**src/rtl/stack_exec_unit_if.sv**
```systemverilog
// -----------------------------------------------------------------------------
// stack_exec_unit_if
// Instruction handshake between the fetch side and stack_exec_unit.
//   instr_valid : fetch side holds a valid instruction on instr
//   instr_ready : execution unit can accept; a transfer happens when both are 1
//   instr       : [31:26] opcode, [15:0] immediate, [25:16] unused
// Modports: master = fetch side (drives valid/instr), slave = execution unit.
// -----------------------------------------------------------------------------
interface stack_exec_unit_if;
    logic        instr_valid;
    logic        instr_ready;
    logic [31:0] instr;

    modport master (output instr_valid, output instr, input instr_ready);
    modport slave  (input instr_valid, input instr, output instr_ready);
endinterface

```
**src/rtl/stack_exec_unit.sv**
```systemverilog
// -----------------------------------------------------------------------------
// stack_exec_unit
// Data-stack execution engine. Accepts one stack instruction per cycle over the
// if_instr handshake and executes it against an internal DEPTH x DATA_W stack.
// Overflow, underflow and illegal opcodes put the unit into a sticky FAULT state
// that only i_fault_clr (or reset) leaves.
//
// Build option: define STACK_SAT_EN to make ADD/SUB signed-saturating; with the
// macro undefined ADD/SUB wrap modulo 2^DATA_W.
//
// Ports:
//   i_clock      system clock, rising edge
//   i_reset      synchronous active-high reset
//   if_instr     slave side of the instruction handshake (valid/ready/instr)
//   i_fault_clr  leave FAULT; ignored while running
//   o_tos        top of stack (0 when empty)
//   o_nos        next on stack (0 when fewer than two entries)
//   o_depth      entry count 0..DEPTH
//   o_empty      depth == 0
//   o_full       depth == DEPTH
//   o_done       one-cycle pulse per instruction retired without fault
//   o_fault      high while in FAULT
//   o_fault_code 1 overflow, 2 underflow, 3 illegal; held until cleared
// -----------------------------------------------------------------------------
module stack_exec_unit #(
    parameter int DATA_W = 32,
    parameter int DEPTH  = 16,
    parameter int CNT_W  = $clog2(DEPTH + 1)
) (
    input  logic                     i_clock,
    input  logic                     i_reset,
    stack_exec_unit_if.slave         if_instr,
    input  logic                     i_fault_clr,
    output logic signed [DATA_W-1:0] o_tos,
    output logic signed [DATA_W-1:0] o_nos,
    output logic [CNT_W-1:0]         o_depth,
    output logic                     o_empty,
    output logic                     o_full,
    output logic                     o_done,
    output logic                     o_fault,
    output logic [1:0]               o_fault_code
);

    localparam int PTR_W = $clog2(DEPTH);

    localparam logic [5:0] OP_NOP  = 6'h00;
    localparam logic [5:0] OP_PUSH = 6'h01;
    localparam logic [5:0] OP_ADD  = 6'h02;
    localparam logic [5:0] OP_POP  = 6'h03;
    localparam logic [5:0] OP_SUB  = 6'h04;
    localparam logic [5:0] OP_DUP  = 6'h05;
    localparam logic [5:0] OP_SWAP = 6'h06;

    localparam logic [1:0] FC_NONE = 2'd0;
    localparam logic [1:0] FC_OVF  = 2'd1;
    localparam logic [1:0] FC_UNF  = 2'd2;
    localparam logic [1:0] FC_ILL  = 2'd3;

    typedef enum logic {ST_RUN, ST_FAULT} state_t;

`ifdef STACK_SAT_EN
    // b op a computed one bit wider; a disagreement between the two top bits
    // means the signed result left the representable range.
    function automatic logic signed [DATA_W-1:0] sat_addsub(
        input logic signed [DATA_W-1:0] b,
        input logic signed [DATA_W-1:0] a,
        input logic                     sub
    );
        logic signed [DATA_W:0] s;
        s = sub ? ($signed({b[DATA_W-1], b}) - $signed({a[DATA_W-1], a}))
                : ($signed({b[DATA_W-1], b}) + $signed({a[DATA_W-1], a}));
        if (s[DATA_W] != s[DATA_W-1])
            sat_addsub = s[DATA_W] ? {1'b1, {(DATA_W-1){1'b0}}}
                                   : {1'b0, {(DATA_W-1){1'b1}}};
        else
            sat_addsub = s[DATA_W-1:0];
    endfunction
`endif

    // Control state (reset)
    state_t            r_state;
    logic [CNT_W-1:0]  r_depth;
    logic              r_done;
    logic [1:0]        r_fault_code;

    // Stack storage (data, not reset: depth==0 masks stale contents)
    logic signed [DATA_W-1:0] r_stack [DEPTH];

    state_t                   w_state_nxt;
    logic [CNT_W-1:0]         w_depth_nxt;
    logic                     w_done_nxt;
    logic [1:0]               w_code_nxt;
    logic [5:0]               w_op;
    logic signed [31:0]       w_imm32;
    logic signed [DATA_W-1:0] w_imm;
    logic signed [DATA_W-1:0] w_a;
    logic signed [DATA_W-1:0] w_b;
    logic signed [DATA_W-1:0] w_arith;
    logic [PTR_W-1:0]         w_idx_a;
    logic [PTR_W-1:0]         w_idx_b;
    logic [PTR_W-1:0]         w_idx_push;
    logic                     w_accept;
    logic                     w_illegal;
    logic                     w_ovf;
    logic                     w_unf;
    logic                     w_err;
    logic                     w_commit;
    logic                     w_we0;
    logic [PTR_W-1:0]         w_idx0;
    logic signed [DATA_W-1:0] w_dat0;
    logic                     w_we1;
    logic [PTR_W-1:0]         w_idx1;
    logic signed [DATA_W-1:0] w_dat1;
    logic                     w_unused_bits;

    assign w_op          = if_instr.instr[31:26];
    assign w_unused_bits = ^if_instr.instr[25:16];
    assign w_imm32       = 32'($signed(if_instr.instr[15:0]));
    assign w_imm         = DATA_W'(w_imm32);

    // Pointer arithmetic truncates to the array index width; out-of-range
    // values only occur when the corresponding error check blocks the access.
    assign w_idx_a    = PTR_W'(r_depth - CNT_W'(1));
    assign w_idx_b    = PTR_W'(r_depth - CNT_W'(2));
    assign w_idx_push = PTR_W'(r_depth);
    assign w_a        = r_stack[w_idx_a];
    assign w_b        = r_stack[w_idx_b];

    assign w_accept  = if_instr.instr_valid && (r_state == ST_RUN);
    assign w_illegal = (w_op > OP_SWAP);
    assign w_ovf     = ((w_op == OP_PUSH) || (w_op == OP_DUP)) && (r_depth == CNT_W'(DEPTH));
    assign w_unf     = (((w_op == OP_ADD) || (w_op == OP_SUB) || (w_op == OP_SWAP)) && (r_depth < CNT_W'(2)))
                    || (((w_op == OP_POP) || (w_op == OP_DUP)) && (r_depth == '0));
    assign w_err     = w_illegal || w_ovf || w_unf;
    assign w_commit  = w_accept && !w_err;

`ifdef STACK_SAT_EN
    assign w_arith = sat_addsub(w_b, w_a, w_op == OP_SUB);
`else
    assign w_arith = (w_op == OP_SUB) ? (w_b - w_a) : (w_b + w_a);
`endif

    // Datapath: stack write ports and depth update for a retiring instruction
    always_comb begin
        w_we0       = 1'b0;
        w_idx0      = w_idx_push;
        w_dat0      = w_imm;
        w_we1       = 1'b0;
        w_idx1      = w_idx_b;
        w_dat1      = w_a;
        w_depth_nxt = r_depth;
        if (w_commit) begin
            case (w_op)
                OP_PUSH: begin
                    w_we0       = 1'b1;
                    w_depth_nxt = r_depth + CNT_W'(1);
                end
                OP_ADD, OP_SUB: begin
                    w_we0       = 1'b1;
                    w_idx0      = w_idx_b;
                    w_dat0      = w_arith;
                    w_depth_nxt = r_depth - CNT_W'(1);
                end
                OP_POP: w_depth_nxt = r_depth - CNT_W'(1);
                OP_DUP: begin
                    w_we0       = 1'b1;
                    w_dat0      = w_a;
                    w_depth_nxt = r_depth + CNT_W'(1);
                end
                OP_SWAP: begin
                    w_we0  = 1'b1;
                    w_idx0 = w_idx_a;
                    w_dat0 = w_b;
                    w_we1  = 1'b1;
                end
                default: ;
            endcase
        end
    end

    // FSM next state, fault code and retire pulse
    always_comb begin
        w_state_nxt = r_state;
        w_code_nxt  = r_fault_code;
        w_done_nxt  = 1'b0;
        case (r_state)
            ST_RUN: begin
                if (w_accept) begin
                    if (w_err) begin
                        w_state_nxt = ST_FAULT;
                        w_code_nxt  = w_illegal ? FC_ILL : (w_ovf ? FC_OVF : FC_UNF);
                    end else begin
                        w_done_nxt = 1'b1;
                    end
                end
            end
            ST_FAULT: begin
                if (i_fault_clr) begin
                    w_state_nxt = ST_RUN;
                    w_code_nxt  = FC_NONE;
                end
            end
            default: w_state_nxt = ST_RUN;
        endcase
    end

    // Stage boundary: control registers
    always_ff @(posedge i_clock) begin
        if (i_reset) begin
            r_state      <= ST_RUN;
            r_depth      <= '0;
            r_done       <= 1'b0;
            r_fault_code <= FC_NONE;
        end else begin
            r_state      <= w_state_nxt;
            r_depth      <= w_depth_nxt;
            r_done       <= w_done_nxt;
            r_fault_code <= w_code_nxt;
        end
    end

    // Stage boundary: stack storage
    always_ff @(posedge i_clock) begin
        if (w_we0) r_stack[w_idx0] <= w_dat0;
        if (w_we1) r_stack[w_idx1] <= w_dat1;
    end

    assign if_instr.instr_ready = (r_state == ST_RUN);
    assign o_tos        = (r_depth == '0) ? '0 : w_a;
    assign o_nos        = (r_depth < CNT_W'(2)) ? '0 : w_b;
    assign o_depth      = r_depth;
    assign o_empty      = (r_depth == '0);
    assign o_full       = (r_depth == CNT_W'(DEPTH));
    assign o_done       = r_done;
    assign o_fault      = (r_state == ST_FAULT);
    assign o_fault_code = r_fault_code;

endmodule

```
**src/flat_wrapper.sv**
```systemverilog
// flat-port wrapper written by rule: the top's interface ports become plain ports
module stack_exec_unit_flat 
#(
    parameter int DATA_W = 32,
    parameter int DEPTH  = 16,
    parameter int CNT_W  = $clog2(DEPTH + 1)
)
  (i_clock, i_reset, i_fault_clr, o_tos, o_nos, o_depth, o_empty, o_full, o_done, o_fault, o_fault_code, if_instr_instr_valid, if_instr_instr, if_instr_instr_ready);
  stack_exec_unit_if if_instr_i ();
  input  logic i_clock;
  input  logic i_reset;
  input  logic i_fault_clr;
  output logic signed [DATA_W-1:0] o_tos;
  output logic signed [DATA_W-1:0] o_nos;
  output logic [CNT_W-1:0] o_depth;
  output logic o_empty;
  output logic o_full;
  output logic o_done;
  output logic o_fault;
  output logic [1:0] o_fault_code;
  input wire logic [$bits(if_instr_i.instr_valid)-1:0] if_instr_instr_valid;
  input wire logic [$bits(if_instr_i.instr)-1:0] if_instr_instr;
  output wire logic [$bits(if_instr_i.instr_ready)-1:0] if_instr_instr_ready;
  assign if_instr_i.instr_valid = if_instr_instr_valid;
  assign if_instr_i.instr = if_instr_instr;
  assign if_instr_instr_ready = if_instr_i.instr_ready;
  stack_exec_unit #(.DATA_W(DATA_W), .DEPTH(DEPTH), .CNT_W(CNT_W)) u_core (.i_clock(i_clock), .i_reset(i_reset), .if_instr(if_instr_i), .i_fault_clr(i_fault_clr), .o_tos(o_tos), .o_nos(o_nos), .o_depth(o_depth), .o_empty(o_empty), .o_full(o_full), .o_done(o_done), .o_fault(o_fault), .o_fault_code(o_fault_code));
endmodule
```
**config.mk**
```make
export PLATFORM = sky130hd
export DESIGN_NAME = stack_exec_unit_flat
export DESIGN_NICKNAME = d
export VERILOG_FILES = /design/src/rtl/stack_exec_unit_if.sv /design/src/rtl/stack_exec_unit.sv /design/src/flat_wrapper.sv
export SDC_FILE = /design/constraint.sdc
export NUM_CORES = 1
export LEC_CHECK = 0
export CAP_MARGIN = 0
export CELL_PAD_IN_SITES_DETAIL_PLACEMENT = 0
export CELL_PAD_IN_SITES_GLOBAL_PLACEMENT = 2
export CORE_MARGIN = 1
export CORE_UTILIZATION = 40
export CTS_CLUSTER_DIAMETER = 80
export DETAILED_ROUTE_END_ITERATION = 7
export PLACE_DENSITY = 0.86
export SLEW_MARGIN = 15
export SYNTH_ARGS = -nofsm -noshare
export SYNTH_HDL_FRONTEND = slang
export SYNTH_SLANG_ARGS = --single-unit
```
**constraint.sdc**
```tcl
create_clock -name i_clock -period 11.03 [get_ports i_clock]
set_clock_uncertainty 0.15 [all_clocks]
set_input_delay 1.103 -clock i_clock [delete_from_list [all_inputs] [get_ports i_clock]]
set_output_delay 1.103 -clock i_clock [all_outputs]
set_load 0.01 [all_outputs]
```
==> impl_results.rst <==
.. list-table::
   :header-rows: 1

   * - Metric
     - Value
   * - Finished Cell Area
     - 36700 um2
   * - Count of flip-flops with a built-in enable after synthesis
     - 512
   * - Max_cap viols
     - 0
   * - WL per Instance
     - 28.9 um
   * - Congestion Overflow GR
     - 0
   * - Arrival time reported for the critical path endpoint
     - 8.92 ns
   * - Largest net degree at the start of global routing
     - 107
   * - Wire length of the first global-routing pass
     - 162000 um
   * - Longest Clk Path Bufs
     - 3
   * - Layout fillers
     - 7152
   * - Status
     - finished with violations
   * - Cell area reported after detailed placement
     - 34800 um2
   * - CTS root buffer
     - clkbuf_16
   * - Setup repair after global routing missed its margin
     - no
   * - Flops & latches, synth
     - 521
   * - Post-Syn Nets
     - 2915
   * - Share of the clock period used by the worst path
     - 78.9%
   * - Highest net fanout along the worst path
     - 19
   * - Mean cell area of the mapped netlist
     - 11.6 um2
   * - Global router's overall resource usage
     - 26.9%
   * - Antenna-violating nets left
     - 0
   * - Final net count
     - 2853
   * - Multiplexer share of the synthesized area
     - 21.9%
   * - Worst max-slew margin expressed relative to the limit
     - 18.8%
   * - Weighted congestion at the end of routability-driven global placement
     - 0.902
   * - Layout overhead on the synthesized area
     - 11.7%
   * - Maximum ir drop on the vdd rail
     - 0.121 mV
   * - Number of clock sinks
     - 521
   * - Count leader, synth
     - nand2_1
   * - Register area share after synthesis
     - 47.4%
   * - Worst Setup Start Kind
     - register
   * - Sum of negative setup slack
     - 0 ns
   * - Number of stages on the worst hold path
     - 2
   * - Overall power consumption
     - 4.27 mW
   * - Longest individual stage delay on the worst path
     - 0.75 ns
   * - Overall via count from detail_route
     - 25000
   * - Worst path required time
     - 11.25 ns
   * - Critical Path Slowest Stage Cell
     - mux4_2
   * - Final critical delay including setup and external delays
     - 8.70 ns
   * - Core Area
     - 80800 um2
   * - Main synth FF type
     - edfxtp_1
   * - Hold buffer count at cts
     - 0
   * - Count of synthesis-stage warnings from yosys
     - 0
   * - Post-synthesis async set-or-reset flop share
     - 0%
   * - Worst-margin pin slew
     - 1.21 ns
   * - Power per Cell Area
     - 116 nW/um2
   * - Top cell family by delay on the critical path
     - compound AO/OA/AOI/OAI gates
   * - Failing checks
     - DRC
   * - Leading area contributor after synthesis
     - edfxtp_1
   * - Portion of synthesized cell area occupied by the leading cell type
     - 46.8%
   * - Count of H-tree levels built during CTS
     - 2
   * - HPWL after detailed placement
     - 67400 um
   * - Total setup violations reported at the end of the flow
     - 0
   * - Library cell appearing most often on the critical path
     - ha_1
   * - Count of endpoints failing hold in the final timing report
     - 0
   * - Cell count of the worst reg-to-reg path
     - 25
   * - Width of the die
     - 288 um
   * - Post_cts resized
     - 0
   * - Vias in the first global route
     - 23900
   * - Final routed DRC violation total
     - 16
   * - Buffer count from post-CTS setup fixing
     - 0
   * - Port buffer count
     - 101
   * - Die footprint
     - 83200 um2
   * - Synth Area in Simple Gates
     - 10.9%
   * - Number of I/O pins
     - 112
   * - First-pass DRT Iterations
     - 8
   * - Xor-xnor portion of the synthesized cell area
     - 1.44%
   * - Violation count after the first detailed-route iteration
     - 3289
   * - Number of antenna violations at the first check in global routing
     - 1
   * - TritonCTS clock tree
     - built
   * - Fmax
     - 115 MHz
   * - Number of buffers created by CTS
     - 60
   * - Total Wirelength
     - 112000 um
   * - Clk_lat worst skew
     - 0.66 ns
   * - Element type at the critical path end
     - register
   * - Arithmetic-cell share of the synthesized area counting full adders, half adders and majority gates
     - 1.59%
   * - Site Rows
     - 104
   * - Starting density of the core
     - 40.6%
   * - Final Max Tran Viols
     - 0
   * - Share of post-route cells with drive strength above 1
     - 19.6%
   * - Static leakage
     - 10.9 nW
   * - Number of cells produced by synthesis
     - 2838
   * - Synth cell count leaders
     - nand2_1 (553), o21ai_0 (513), edfxtp_1 (512), mux4_2 (316), clkbuf_1 (253)
   * - Dominant combinational cell family by area after synthesis
     - multiplexers
   * - Drt via density
     - 6.43
   * - Compound-cell area share of the yosys netlist
     - 12.7%
   * - Type of the tightest min-delay check
     - reg2reg
   * - Yosys cell types
     - 72
   * - Post-synthesis cell area
     - 32800 um2
   * - Worst-path clk slew
     - 0.06 ns
   * - Critical path type
     - reg2reg
   * - Depth of the critical timing path with buffers and inverters included
     - 25
   * - Top cells by area in the synthesized netlist
     - edfxtp_1 (47%), mux4_2 (22%), o21ai_0 (7.8%)
   * - CP bufs+invs
     - 3
   * - Die boundary height
     - 288 um
state kept, by name (all words and copies together), names as in the netlist:
name,cells
u_core.o_depth,5
u_core.r_stack,512
u_core.o_done,1
u_core.o_fault,1
u_core.o_fault_code,2
through the flow:
stage | worst slack [ns] | std cells | util [%] | hold WS [ns]
3_3_place_gp | 2.47 | 3774 | 43.1 | 0.387
2_1_floorplan | 2.81 | 2838 | - | 0.393
5_1_grt | 1.68 | 3879 | 45.4 | 0.446
6_report | 2.33 | 3880 | 45.4 | 0.416
4_1_cts | 2.38 | 3879 | 45.4 | 0.420
3_5_place_dp | 2.44 | 3774 | 43.1 | 0.411
worst paths after layout:
| check | from | to | slack, ns |
|---|---|---|---|
| min | u_core.o_fault$_SDFF_PP0_ | u_core.o_fault$_SDFF_PP0_ | 0.42 |
| max | u_core.o_depth[2]$_SDFFE_PP0P_ | u_core.r_stack[8][28]$_DFFE_PP_ | 2.33 |
| max reg2reg | u_core.o_depth[2]$_SDFFE_PP0P_ | u_core.r_stack[8][28]$_DFFE_PP_ | 2.33 |
| min reg2reg | u_core.o_fault$_SDFF_PP0_ | u_core.o_fault$_SDFF_PP0_ | 0.42 |
worst register-to-register path, cell delays in order, from the launching register on:
cell and delay, ns:
dfxtp_1 0.62, inv_1 0.20, ha_1 0.36, a21boi_2 0.26
xnor2_4 0.74, buf_4 0.45, mux4_2 0.75, inv_1 0.18
ha_1 0.20, nand2b_1 0.11, or4_1 0.48, nor2_1 0.21
nand2_1 0.19, o31ai_1 0.28, xor2_1 0.20, ha_1 0.34
a21oi_1 0.17, o21bai_1 0.11, a2111oi_0 0.57, o21ai_0 0.18
o221ai_1 0.27, nand2_1 0.11, a22oi_1 0.36, nand4bb_1 0.18
and3_1 0.62, a21oi_1 0.16
per-layer routing:
metal,up-vias,GRT usage [%],part of all wire [%]
li1,10700,-,-
met1,12600,36.5,39
met2,1452,43.7,47
met3,237,4.66,10
met4,0,8.97,3.5
met5,-,0,0
area by class of cell:
cell class / instances / area, um2 / share of cell area, %
diodes: 1 / 2.50 / 0.00683
clock buffers: 72 / 1550 / 4.22
clock inverters: 33 / 272 / 0.741
inverters: 23 / 86.3 / 0.235
multi-input cells: 1988 / 16200 / 44.3
flip-flops and latches: 521 / 15600 / 42.5
well taps: 1060 / 1330 / 3.62
repair buffers: 182 / 1630 / 4.45
kinds of logic (layout without fill, tap and decap cells):
family | after synthesis | after routing
muxes | 322 | 322
xor gates and xnor gates | 53 | 53
AOI/OAI and AO/OA | 747 | 747
adders and majority gates | 41 | 41
and+or+nand+nor | 825 | 825
other | 0 | 1
buffers and inverters | 329 | 310
DFF | 521 | 521
cells in the final DEF (no fill, tap or decap), types with 8 or more instances in the layout:
cell type / Yosys / layout
buf_4: 4 / 80
clkinv_1: 0 / 12
a21oi_1: 81 / 80
nor3_1: 15 / 14
clkdlybuf4s50_1: 0 / 101
mux4_2: 316 / 316
o21a_1: 11 / 11
a21o_1: 21 / 21
a221oi_1: 15 / 15
o21ai_0: 513 / 496
clkbuf_1: 253 / 12
xnor2_1: 25 / 23
o21ai_4: 0 / 16
clkinv_2: 0 / 11
ha_1: 40 / 38
nor2b_1: 63 / 63
nand2b_1: 8 / 8
clkbuf_16: 0 / 60
nor2_1: 91 / 90
or3_1: 10 / 10
o21ai_2: 10 / 10
inv_1: 23 / 23
o31ai_1: 9 / 8
nand2_1: 553 / 553
a22oi_1: 12 / 12
and2_2: 0 / 17
and3_1: 16 / 16
o22ai_1: 18 / 18
xor2_1: 27 / 26
edfxtp_1: 512 / 512
report_power, final:
| group | switching, mW | internal (mW) |
|---|---|---|
| sequential | 0.00112 | 2.18 |
| combinational | 0.111 | 0.0706 |
| clock | 0.844 | 1.06 |
| total | 0.956 | 3.31 |
No activity file was read; power rests on OpenSTA's default activity.
